===== config.mk =====
export PLATFORM = sky130hd
export DESIGN_NAME = ram_fifo_ctrl
export DESIGN_NICKNAME = d
export VERILOG_FILES = /design/src/rtl/ram_fifo_ctrl.sv
export SDC_FILE = /design/constraint.sdc
export NUM_CORES = 1
export LEC_CHECK = 0
export ABC_CLOCK_PERIOD_IN_PS = 5300
export BUFFER_PORTS_ARGS = -buffer_cell sky130_fd_sc_hd__buf_2
export CORE_MARGIN = 2
export CORE_UTILIZATION = 45
export DETAILED_ROUTE_END_ITERATION = 10
export GPL_ROUTABILITY_DRIVEN = 0
export PLACE_DENSITY_LB_ADDON = 0.08
export SYNTH_ARGS = -nofsm -noshare
export SYNTH_HDL_FRONTEND = slang
export SYNTH_SLANG_ARGS = --single-unit
export TNS_END_PERCENT = 1

===== constraint.sdc =====
create_clock -name clk -period 5.3 [get_ports clk]
set_input_delay 0.53 -clock clk [delete_from_list [all_inputs] [get_ports clk]]
set_output_delay 0.53 -clock clk [all_outputs]
set_load 0.01 [all_outputs]

===== src/rtl/ram_fifo_ctrl.sv =====
// FIFO controller wrapping a single-port-pair RAM: pointers, occupancy and a
// one-entry registered output stage that gives a first-word-registered FIFO.
module ram_fifo_ctrl #(
    parameter int DATA_WIDTH  = 8,
    parameter int ADDR_WIDTH  = 10,
    parameter int DEPTH       = 1024,
    parameter int AFULL_LEVEL = 1000
) (
    input  logic                  clk,
    input  logic                  rst,
    input  logic                  in_valid,
    output logic                  in_ready,
    input  logic [DATA_WIDTH-1:0] in_data,
    output logic                  out_valid,
    input  logic                  out_ready,
    output logic [DATA_WIDTH-1:0] out_data,
    output logic [ADDR_WIDTH-1:0] ram_write_addr,
    output logic [ADDR_WIDTH-1:0] ram_read_addr,
    output logic                  ram_write_enable,
    output logic                  ram_read_enable,
    output logic [DATA_WIDTH-1:0] ram_data_in,
    input  logic [DATA_WIDTH-1:0] ram_data_out,
    output logic [ADDR_WIDTH:0]   level,
    output logic                  full,
    output logic                  empty,
    output logic                  almost_full
);

    localparam logic [ADDR_WIDTH:0]   DEPTH_CNT = (ADDR_WIDTH+1)'(DEPTH);
    localparam logic [ADDR_WIDTH:0]   AFULL_CNT = (ADDR_WIDTH+1)'(AFULL_LEVEL);
    localparam logic [ADDR_WIDTH-1:0] LAST_PTR  = ADDR_WIDTH'(DEPTH - 1);

    logic [ADDR_WIDTH-1:0] wr_ptr;
    logic [ADDR_WIDTH-1:0] rd_ptr;
    logic [ADDR_WIDTH-1:0] wr_ptr_nxt;
    logic [ADDR_WIDTH-1:0] rd_ptr_nxt;
    logic [ADDR_WIDTH:0]   mem_count;
    logic                  push;
    logic                  load;

    // Both sides use valid/ready: a word moves on a rising edge only when
    // valid and ready are both high; the sender holds valid and data stable
    // until then, and ready never depends combinationally on valid.
    assign full        = (mem_count == DEPTH_CNT);
    assign in_ready    = !full;
    assign push        = in_valid && in_ready;
    assign load        = (mem_count != '0) && (!out_valid || out_ready);

    assign level       = mem_count + {{ADDR_WIDTH{1'b0}}, out_valid};
    assign empty       = (level == '0);
    assign almost_full = (level >= AFULL_CNT);

    assign ram_write_enable = push;
    assign ram_write_addr   = wr_ptr;
    assign ram_data_in      = in_data;
    assign ram_read_enable  = load;
    assign ram_read_addr    = rd_ptr;

    // DEPTH need not be a power of two, so wrap explicitly at DEPTH-1.
    assign wr_ptr_nxt = (wr_ptr == LAST_PTR) ? '0 : wr_ptr + 1'b1;
    assign rd_ptr_nxt = (rd_ptr == LAST_PTR) ? '0 : rd_ptr + 1'b1;

    always_ff @(posedge clk or posedge rst) begin
        if (rst) begin
            wr_ptr <= '0;
        end else if (push) begin
            wr_ptr <= wr_ptr_nxt;
        end
    end

    always_ff @(posedge clk or posedge rst) begin
        if (rst) begin
            rd_ptr <= '0;
        end else if (load) begin
            rd_ptr <= rd_ptr_nxt;
        end
    end

    always_ff @(posedge clk or posedge rst) begin
        if (rst) begin
            mem_count <= '0;
        end else begin
            case ({push, load})
                2'b10:   mem_count <= mem_count + 1'b1;
                2'b01:   mem_count <= mem_count - 1'b1;
                default: mem_count <= mem_count;
            endcase
        end
    end

    // rd_ptr == wr_ptr only when the RAM is empty (no load) or full (no
    // push), so the read never targets the word being written this edge.
    always_ff @(posedge clk or posedge rst) begin
        if (rst) begin
            out_valid <= 1'b0;
            out_data  <= '0;
        end else if (load) begin
            out_valid <= 1'b1;
            out_data  <= ram_data_out;
        end else if (out_ready) begin
            out_valid <= 1'b0;
        end
    end

endmodule


==> Word-level counts from Yosys, hierarchy flattened <==
Index checks and enable logic that the tools add are counted.
{ "word_totals": {"register_bits": 40, "input_bits": 20, "wordCells": 30} }
{ "op_classes": {"order_cmp": 1, "eq_ne": 5, "addsub": 5, "n_mux": 5, "reduce_logical": 9} }
{ "op_table": {"columns": ["cell", "count"], "rows": [
  ["11-bit one-hot mux with 2 select lines", 1],
  ["10-bit by 1-bit adder with 10-bit output (second input constant)", 2],
  ["10-bit == test (second input constant)", 2],
  ["10-bit two-way mux", 2],
  ["11-bit by 1-bit adder with 11-bit output", 1],
  ["11-bit by 1-bit adder with 11-bit output (second input constant)", 1],
  ["11-bit == test (second input constant)", 1],
  ["11-bit by 10-bit greater-or-equal comparator with 1-bit output (second input constant)", 1],
  ["11-bit zero test", 1],
  ["11-bit nonzero test", 1],
  ["11-bit by 1-bit subtractor with 11-bit output (second input constant)", 1],
  ["2-bit nonzero test", 2],
  ["2-bit by 1-bit == test with 1-bit output (second input constant)", 1],
  ["2-bit == test (second input constant)", 1],
  ["1-bit logical AND", 2],
  ["1-bit zero test", 2],
  ["1-bit two-way mux", 2],
  ["1-bit logical OR", 1]
]} }

==> Depth between registers and ports, before layout <==
Gate-level depths: netlist of run 1.
{ "depth": {"ltp_word": 5, "mapped_depth": 13, "ltp_nobuf": 10} }

==> Least setup slack after synthesis of run 1 <==
OpenSTA, ideal clock, no wires.
{ "synth_timing": {"path_kind": "flip-flop to flip-flop", "startpoint": "register mem_count[3]", "endpoint": "register mem_count[8]", "n_path_buf": 2, "setup_slack_ns": 1.626, "stages_incl_launch_ff": 13, "arrival_time_ns": 3.605, "setup_time_ns": 0.069, "path_cell_list": "dfrtp_1 buf_6 or4_4 o41ai_4 inv_2 buf_2 ha_1 ha_1 nand3_1 o221ai_1 a21oi_1 or4b_2 nand3_1"} }
{ "synth_via": {"elab_cells_between_ends": 11, "classes_between": "2 x add/sub; 3 x eq/ne; 1 x mux; 5 x reduce/logical"} }
{ "synth_lines": {"columns": ["item", "line_no", "text"], "rows": [
  ["start, declared", "37", "logic [ADDR_WIDTH:0] mem_count;"],
  ["start signal, assigned", "84", "2'b10: mem_count <= mem_count + 1'b1;"],
  ["start signal, assigned", "85", "2'b01: mem_count <= mem_count - 1'b1;"],
  ["start signal, assigned", "86", "default: mem_count <= mem_count;"],
  ["11-bit nonzero test (*)", "47", "assign load = (mem_count != '0) && (!out_valid || out_ready);"],
  ["1-bit logical AND (*)", "47", null],
  ["named net ram_read_enable", "20", "output logic ram_read_enable,"],
  ["2-bit by 1-bit == test with 1-bit output / 2-bit == test (equally long branches)", "83", "case ({push, load})"],
  ["11-bit one-hot mux with 2 select lines / 2-bit nonzero test (equally long branches)", null, null]
]} }
The timed path passes the listed nets; every way through them passes the cells marked *.
A chain may end at the register's enable or synchronous reset.

==> Worst setup path in the final report of run 1 <==
{ "layout_timing": {"startpoint": "register mem_count[4]", "endpoint": "register mem_count[8]"} }
{ "layout_via": {"elab_chain_len": 5, "elab_cells_between_ends": 11, "classes_between": "2 x add/sub; 3 x eq/ne; 1 x mux; 5 x reduce/logical"} }
{ "layout_lines": {"columns": ["item"], "rows": [
  ["parallel branches: the longest is 5 deep, another holds 11-bit by 1-bit subtractor with 11-bit output"]
]} }
Parallel ways; which one is timed is not known.

==> results.json, run 1 <==
{
  "grt_usage_pct": 19.06,
  "cts_root_buffer": "clkbuf_8",
  "worstPathRequired_ps": 5530,
  "cts_tree": "built",
  "first_global_vias": 2077,
  "worstPathArrival_ps": 4170,
  "synth_top_cells_by_count": "56 x nand2_1, 40 x dfrtp_1, 22 x o21ai_0",
  "postPlaceCellArea_um2": 2902,
  "hpwl_mm": 4.191,
  "synth_area_leader_cell": "dfrtp_1",
  "worstSkewPairLatency_ps": 290,
  "fin_area_um2": 2983,
  "cts.sinks": 40,
  "detail-route-antenna-nets": 0,
  "cts_resized": 0,
  "grt_pass1_wl_mm": 9.611,
  "total_power_uw": 1453,
  "cts.htree.levels": 2,
  "synthDistinctLibCells": 52,
  "worstPathCellList": "or4_4 -> o41ai_4 -> buf_4 -> inv_2 -> ha_1 -> ha_1 -> nand3_1 -> o221ai_1 -> a21oi_1 -> or4b_2 -> nand3_1",
  "clkTransAtPathRegs_ps": 80,
  "area_growth_pct": 14.51,
  "grt.overflow.total": 0,
  "max_freq_mhz": 253.9,
  "status": "finished, final reports clean",
  "maxSlewViolCount": 0,
  "slowest_delay_ps": 610,
  "clock_skew_ps": 5.586,
  "worstSetupPathType": "reg -> reg",
  "row_count": 27,
  "reg2regPathDepth": 11,
  "slew_headroom_pct": 56.17,
  "vdd_drop_max_uv": 225.5,
  "whs_ps": 335.6,
  "layout-drive-gt1-share_pct": 22.77,
  "synth_seq_area_share_pct": 38.42,
  "ys_seq_elements": 40,
  "post_synth.cell_area_avg_um2": 8.801,
  "setup_viol": 0,
  "worst-slew-pin-transition_ps": 657.5,
  "grt_max_degree": 41,
  "antennaDiodeCount": 0,
  "synthTopCellsByArea": "dfrtp_1 38%, nand2_1 8.1%, ha_1 6.7%, xnor2_1 6.7%, o21ai_0 4.2%",
  "nets": 382,
  "yosys.area.top_type_share_pct": 38.42,
  "yosys.cell_count.top_type": "nand2_1",
  "dieArea_um2": 6414,
  "fin_crit_sh_pct": 74.32,
  "regToRegEndpoint": "mem_count[8]$_DFFE_PP0P_",
  "syn-cell-area_um2": 2605,
  "rrSetupSlack_ps": 1360,
  "vias_per_cell": 5.465,
  "hold_path_class": "in -> async",
  "core_region_area_um2": 5540,
  "cts_max_path_buffers": 2,
  "ctsHoldBuffers": 0,
  "die_h_um": 80.09,
  "post_cts_buffers": 0,
  "yosys_warnings": 0,
  "drc": 0,
  "leakagePower_uw": 0.001433,
  "maxCapViolCount": 0,
  "port_buffers": 57,
  "setup_tns_ps": 0,
  "die_w_um": 80.09,
  "netlist_instances": 296,
  "start_kind": "flop",
  "vias": 2290,
  "initial_core_util_pct": 47.02,
  "wl_per_cell_um": 13.71,
  "synth_edf_count": 0,
  "path_max_fanout": 17,
  "power_density_nw_per_um2": 487.1,
  "cts_buffers": 5,
  "drt_iter0_drc": 151,
  "crit_slowest_cell": "or4_4",
  "io_pins": 74,
  "period_needed_ps": 3939,
  "drt-pass1-iter-count": 4,
  "syn-num-nets": 331,
  "rsz0062_at_grt": "false",
  "ys_async_sr_fraction_pct": 100.0,
  "wirelength_mm": 5.745,
  "ys.flop_type": "dfrtp_1",
  "hold_violations": 0,
  "r2r_start": "mem_count[4]$_DFFE_PP0P_",
  "cp-end-kind": "flop",
  "antenna_found_initial": 0
}
worst max-delay path by stage:
| stage | start | endpoint | slack [ps] | cells past startpoint |
|---|---|---|---|---|
| final | mem_count[4]$_DFFE_PP0P_ | mem_count[8]$_DFFE_PP0P_ | 1360 | 11 |
| after global placement | mem_count[4]$_DFFE_PP0P_ | mem_count[8]$_DFFE_PP0P_ | 1480 | 11 |
| after floorplan | mem_count[3]$_DFFE_PP0P_ | mem_count[8]$_DFFE_PP0P_ | 1630 | 12 |
| after global routing | mem_count[4]$_DFFE_PP0P_ | mem_count[8]$_DFFE_PP0P_ | 1110 | 11 |
| after detailed placement | mem_count[4]$_DFFE_PP0P_ | mem_count[8]$_DFFE_PP0P_ | 1380 | 11 |
| after CTS | mem_count[4]$_DFFE_PP0P_ | mem_count[8]$_DFFE_PP0P_ | 1370 | 11 |
worst max-delay path, delay by kind of cell (launching register included):
family / cells / cell delay (ps)
flops: 1 / 470
simple gates: 4 / 1400
buf+inv: 2 / 420
compound gates: 3 / 750
fa+ha+maj: 2 / 820
cell families (layout without fill, tap and decap cells):
| family | Yosys count | after routing | share of synthesized area (%) |
|---|---|---|---|
| AO/OA/AOI/OAI | 56 | 56 | 14.84 |
| multiplexers | 6 | 6 | 2.450 |
| buffers and inverters | 33 | 84 | 6.340 |
| adder cells (fa/ha/maj) | 15 | 15 | 7.493 |
| flip-flops | 40 | 40 | 38.42 |
| XOR/XNOR | 23 | 23 | 7.733 |
| AND/OR/NAND/NOR | 123 | 123 | 22.72 |
stage by stage:
| step | utilization, % | setup slack, ps | cells |
|---|---|---|---|
| after floorplan | - | 1626 | 296 |
| final | 53.84 | 1361 | 419 |
| after detailed placement | 52.37 | 1376 | 412 |
| after global placement | 52.37 | 1481 | 412 |
| after global routing | 53.84 | 1106 | 419 |
| after CTS | 53.84 | 1368 | 419 |
final cells by class:
type,instances,area (µm²)
fill,514,2557
multi-input combinational,223,1439
sequential,40,1001
timing repair buffer,60,307.8
tap,72,90.09
clock buffer,5,68.82
inverter,17,63.81
clock inverter,2,12.51
power breakdown:
| part | total [µW] | internal, µW | switching [µW] |
|---|---|---|---|
| clock network | 196 | 89.1 | 107 |
| registers | 549 | 396 | 152 |
| logic | 708 | 321 | 387 |
| total | 1450 | 806 | 647 |
sequential cells by signal, indices dropped and copies added, names as in the netlist:
register	flops
out_data	8
mem_count	11
ram_write_addr	10
ram_read_addr	10
out_valid	1
per-layer routing:
metal  vias to the layer above  track usage [%]  part of all wire [%]
met3                         7            4.157                   4.5
met5                         -                0                     0
li1                       1144                -                     -
met4                         0            4.915                   1.3
met1                      1078            26.19                    49
met2                        61            30.58                    45
placed cells by master (no fill, tap or decap), types with 2 or more instances in the layout:
cell type and count:
buf_2 57, mux2_2 3, inv_2 2, nor3_1 10
nand2_1 56, nor2b_1 2, dfrtp_1 40, o21ai_0 22
nand3_1 14, mux2i_1 3, o221ai_1 2, nand4_1 6
xor2_1 3, clkbuf_8 5, and3_1 3, a31oi_1 2
ha_1 14, a21o_1 4, nand2b_1 3, or4_4 2
a211oi_1 2, inv_1 15, nor2_1 13, buf_4 3
o21a_1 2, nor4_1 5, a21oi_1 7, o31ai_1 3
xnor2_1 20, and4_1 2
(Power assumes the default switching activity.)
==> run 2, diff against run 1 <==
--- a/config.mk
+++ b/config.mk
@@ -5,7 +5,7 @@
 export SDC_FILE = /design/constraint.sdc
 export NUM_CORES = 1
 export LEC_CHECK = 0
-export ABC_CLOCK_PERIOD_IN_PS = 5300
+export ABC_CLOCK_PERIOD_IN_PS = 3200
 export BUFFER_PORTS_ARGS = -buffer_cell sky130_fd_sc_hd__buf_2
 export CORE_MARGIN = 2
 export CORE_UTILIZATION = 45
==> constraint.sdc (replaced) <==
create_clock -name clk -period 3.2 [get_ports clk]
set_input_delay 0.32 -clock clk [delete_from_list [all_inputs] [get_ports clk]]
set_output_delay 0.32 -clock clk [all_outputs]
set_load 0.01 [all_outputs]
==> run 2 against run 1 <==
Against the previous run: combinational power rose by 130%; critical path depth did not move; count of clock-buffer cells in the layout rose by 1; design area rose by 12%; global-route usage barely moved; non-clock buffer count rose by 23; final cell count rose by 5.7%; flip-flop and latch count did not move.
==> results.json, run 2 (same netlist as run 1, synthesis figures left out) <==
{
  "total_power_uw": 2840,
  "largest_reg_flops": 11,
  "grt.overflow.total": 0,
  "layout-drive-gt1-share_pct": 32.35,
  "drt-pass1-iter-count": 5,
  "period_needed_ps": 3118,
  "r2r_start": "mem_count[2]$_DFFE_PP0P_",
  "core_region_area_um2": 5540,
  "detail-route-antenna-nets": 0,
  "port_buffers": 57,
  "status": "finished, final reports clean",
  "io_pins": 74,
  "startpoint": "mem_count[2]$_DFFE_PP0P_",
  "slew_headroom_pct": 63.52,
  "regMostFlops": "mem_count",
  "cts_tree": "built",
  "hold_path_class": "in -> async",
  "dieArea_um2": 6414,
  "nets": 405,
  "area_growth_pct": 28.53,
  "reg2regPathDepth": 11,
  "grt_max_degree": 41,
  "clkTransAtPathRegs_ps": 70,
  "cts.sinks": 40,
  "path_max_fanout": 5,
  "drc": 0,
  "worst-slew-pin-transition_ps": 541.5,
  "initial_core_util_pct": 47.02,
  "die_w_um": 80.09,
  "vias_per_cell": 5.298,
  "grt_usage_pct": 19.06,
  "setup_tns_ps": 0,
  "vias": 2347,
  "cts_buffers": 5,
  "leakagePower_uw": 0.001582,
  "worstPathRequired_ps": 3430,
  "rrSetupSlack_ps": 80,
  "clock_skew_ps": 3.467,
  "cts_root_buffer": "clkbuf_8",
  "max_freq_mhz": 320.7,
  "final_cell_mix": "57 x buf_2, 56 x nand2_1, 40 x dfrtp_1",
  "instances_no_fill": 443,
  "fin_crit_sh_pct": 97.45,
  "cp-end-kind": "flop",
  "first_global_vias": 2065,
  "power_density_nw_per_um2": 848.3,
  "antennaDiodeCount": 0,
  "hpwl_mm": 4.485,
  "wl_per_cell_um": 13.86,
  "antenna_found_initial": 0,
  "setup_viol": 0,
  "worstSetupPathType": "reg -> reg",
  "maxCapViolCount": 0,
  "row_count": 27,
  "maxSlewViolCount": 0,
  "cts.htree.levels": 2,
  "die_h_um": 80.09,
  "cts_max_path_buffers": 2,
  "worstSkewPairLatency_ps": 290,
  "grt_pass1_wl_mm": 9.515,
  "worstPathArrival_ps": 3350,
  "numPlacedInstances": 427,
  "ctsHoldBuffers": 0,
  "start_kind": "flop",
  "hold_violations": 0,
  "mostFrequentLayoutCell": "buf_2",
  "wirelength_mm": 6.140,
  "vdd_drop_max_uv": 520.6,
  "drt_iter0_drc": 124,
  "regToRegEndpoint": "mem_count[8]$_DFFE_PP0P_",
  "cp-endpoint": "mem_count[8]$_DFFE_PP0P_"
}
## run 2: cell count changes in the layout (fill, tap and decap cells not counted), moves of 2 or more
cell,before,now
o221ai_1,2,0
a21oi_1,7,1
ha_1,14,8
a21oi_2,0,6
nand3_1,14,12
buf_4,3,25
ha_4,0,6
## run 2: what timing repair did
action / in CTS / in global routing
setup buffers: 0 / 9
resized for setup: 0 / 12
endpoints found under the setup margin: 0 / 5
## run 2: critical path, stage by stage, from the launching register on
cell,delay (ps)
dfrtp_1,390
or4_4,590
o41ai_4,340
inv_2,90
ha_4,200
buf_4,150
ha_4,300
nand3_4,80
o221ai_4,240
a21oi_2,100
or4b_4,480
nand3_2,80
## run 2: power breakdown
group	total (µW)	internal, µW	switching [µW]
Clock	402	231	170
Combinational	1640	755	889
Sequential	794	658	137
Total	2840	1640	1200
## run 2: how the worst min path moves through the flow
stage / startpoint / to / slack (ps) / depth (start not counted)
final: rst / out_data[4]$_DFFE_PP0P_ / 140 / 3
after detailed placement: out_data[3]$_DFFE_PP0P_ / out_data[3]$_DFFE_PP0P_ / 460 / 2
after floorplan: ram_data_out[0] / out_data[0]$_DFFE_PP0P_ / 430 / 2
after global placement: out_data[1]$_DFFE_PP0P_ / out_data[1]$_DFFE_PP0P_ / 450 / 2
after CTS: rst / out_data[2]$_DFFE_PP0P_ / 160 / 3
after global routing: rst / out_data[4]$_DFFE_PP0P_ / 170 / 3
## run 2: routing by layer
layer | global-route usage, % | share of wire [%]
met5 | 0 | 0
met4 | 8.475 | 2.2
met3 | 4.045 | 5.2
met2 | 30.58 | 46
met1 | 24.66 | 46
## run 2: metrics by stage
step                worst slack (ps)  hold slack (ps)  instance area [µm²]  util [%]
finish                         81.66            137.8                 3348     60.43
global route                  -29.86            175.0                 3348     60.43
CTS                            40.48            156.3                 3231     58.31
detailed placement             58.96            458.5                 3123     56.37
global placement               147.6            451.9                 3123     56.37
floorplan                     -56.50            425.4                 2730         -
## run 2: cell type report
class                           count  area, µm²
Fill cell                         484       2192
Sequential cell                    40       1001
Tap cell                           72      90.09
Timing Repair Buffer               83      484.2
Multi-Input combinational cell    223       1602
Clock inverter                      2      35.03
Clock buffer                        6      72.57
Inverter                           17      63.81
==> run 3, diff against run 2 <==
==> constraint.sdc (replaced) <==
create_clock -name clk -period 3.2 [get_ports clk]
set_input_delay 0.64 -clock clk [delete_from_list [all_inputs] [get_ports clk]]
set_output_delay 0.64 -clock clk [all_outputs]
set_load 0.01 [all_outputs]
==> run 3 against run 2 <==
Against the previous run: the run now ends with setup timing left; critical endpoint unchanged; register-to-register slack worse by 100 ps; largest cell class unchanged; global-route usage about the same; critical path type unchanged; first-iteration DRC count down 22%; sequential share of layout area down 0.10 points.
==> results.json, run 3 (same netlist as run 1, synthesis figures left out) <==
{
  "worstSetupPathType": "reg -> reg",
  "cts_root_buffer": "clkbuf_8",
  "worstPathCellList": "or4_4 -> buf_6 -> o41ai_4 -> inv_2 -> ha_4 -> buf_6 -> buf_4 -> ha_4 -> nand3_4 -> o221ai_4 -> a21oi_2 -> or4b_4 -> nand3_2",
  "maxSlewViolCount": 0,
  "io_pins": 74,
  "die_h_um": 80.09,
  "cp-end-kind": "flop",
  "drt_iter0_drc": 97,
  "slowest_delay_ps": 540,
  "ctsHoldBuffers": 0,
  "final_cell_mix": "57 x buf_2, 55 x nand2_1, 40 x dfrtp_1",
  "cts_max_path_buffers": 2,
  "worst-slew-pin-transition_ps": 536.4,
  "first_global_vias": 2054,
  "hold_path_class": "in -> async",
  "regArea_um2": 1001,
  "grt_max_degree": 41,
  "start_kind": "flop",
  "multi_input_area_um2": 1639,
  "setup_tns_ps": -23.15,
  "layout-drive-gt1-share_pct": 34.05,
  "nets": 405,
  "leakagePower_uw": 0.001570,
  "period_needed_ps": 3223,
  "vdd_drop_max_uv": 440.8,
  "clkTransAtPathRegs_ps": 70,
  "worstPathRequired_ps": 3420,
  "detail-route-antenna-nets": 0,
  "core_region_area_um2": 5540,
  "internal_power_uw": 1578,
  "die_w_um": 80.09,
  "cts.sinks": 40,
  "antennaDiodeCount": 0,
  "setup_viol": 1,
  "rsz0062_at_grt": "true",
  "drc": 0,
  "seq_power_share_pct": 28.4,
  "maxCapViolCount": 0,
  "comb_power_share_pct": 60.5,
  "initial_core_util_pct": 47.02,
  "drt-pass1-iter-count": 5,
  "instances_no_fill": 442,
  "worstSkewPairLatency_ps": 280,
  "reg2regPathDepth": 13,
  "preCtsSetupSlack_ps": 36.26,
  "vias_per_cell": 5.382,
  "wirelength_mm": 6.179,
  "largest_reg_flops": 11,
  "row_count": 27,
  "port_buffers": 57,
  "path_max_fanout": 4,
  "fill_cells": 481,
  "cts.htree.levels": 2,
  "whs_ps": 469.6,
  "worstPathArrival_ps": 3440,
  "power_density_nw_per_um2": 829.8,
  "grt_usage_pct": 19.07,
  "p_sw_uw": 1210,
  "dieArea_um2": 6414,
  "cts_tree": "built",
  "clockPowerShare_pct": 11.0,
  "status": "finished, violations left",
  "max_freq_mhz": 310.3,
  "area_growth_pct": 28.96,
  "regMostFlops": "mem_count",
  "grt_pass1_wl_mm": 9.680,
  "hpwl_mm": 4.570,
  "antenna_found_initial": 0,
  "wl_per_cell_um": 13.98,
  "fin_crit_sh_pct": 100.7,
  "slew_headroom_pct": 63.86,
  "clock_skew_ps": 3.034,
  "violations": "setup timing",
  "vias": 2379,
  "setup_ws_ps": -23.15,
  "hold_violations": 0,
  "mostFrequentLayoutCell": "buf_2",
  "grt.overflow.total": 0,
  "cts_buffers": 5,
  "crit_slowest_cell": "or4_4",
  "numPlacedInstances": 428,
  "sw_frac_of_total_pct": 43.40
}
-- run 3: power by group through the flow --
stage | clock network (µW) | registers (µW) | logic [µW]
after global routing | 341 | 819 | 1860
after CTS | 322 | 794 | 1540
after floorplan | 0 | 894 | 941
final | 307 | 793 | 1690
after detailed placement | 0 | 803 | 1530
after global placement | 0 | 795 | 1520
-- run 3: path summary, 6_finish.rpt --
| check | endpoint | from | slack, ps |
|---|---|---|---|
| min | ram_write_addr[5]$_DFFE_PP0P_ | rst | 470 |
| min reg2reg | out_data[1]$_DFFE_PP0P_ | out_data[1]$_DFFE_PP0P_ | 470 |
| max reg2reg | mem_count[8]$_DFFE_PP0P_ | mem_count[3]$_DFFE_PP0P_ | -20 |
| max in group asynchronous | ram_read_addr[7]$_DFFE_PP0P_ | rst | 2400 |
| max | mem_count[8]$_DFFE_PP0P_ | mem_count[3]$_DFFE_PP0P_ | -20 |
| min in group clk | out_data[1]$_DFFE_PP0P_ | out_data[1]$_DFFE_PP0P_ | 470 |
-- run 3: routing by layer --
layer	vias up	global-route usage (%)	wire length (µm)	part of all wire (%)
li1	1190	-	-	-
met1	1109	25.64	2825	46
met2	65	31.25	2912	47
met3	15	3.708	319	5.2
met4	0	5.424	121	2.0
met5	-	0	0	0
-- run 3: per-stage QoR --
stage	total power, µW	cell area [µm²]	utilization, %
2_1_floorplan	1835	2730	-
3_3_place_gp	2311	3131	56.50
3_5_place_dp	2333	3131	56.50
4_1_cts	2652	3208	57.90
5_1_grt	3020	3359	60.64
6_report	2788	3359	60.64
-- run 3: timing repair --
action,4_1_cts,5_1_grt
resized for setup,0,25
endpoints found under the hold margin,0,0
endpoints found under the setup margin,0,6
setup buffers,0,7
-- run 3: area by class of cell --
type,instances,share of cell area [%]
Multi-Input combinational cell,223,48.79
Sequential cell,40,29.80
Timing Repair Buffer,83,14.53
Tap cell,72,2.682
Clock buffer,6,2.160
Inverter,17,1.899
Clock inverter,1,0.1490
-- run 3: worst max-delay path, delay by kind of cell (launching register included) --
kind / cells / cell delay [ps]
adders and majority gates: 2 / 460
DFF: 1 / 380
and+or+nand+nor: 4 / 1170
AOI/OAI and AO/OA: 3 / 640
buffers and inverters: 4 / 510
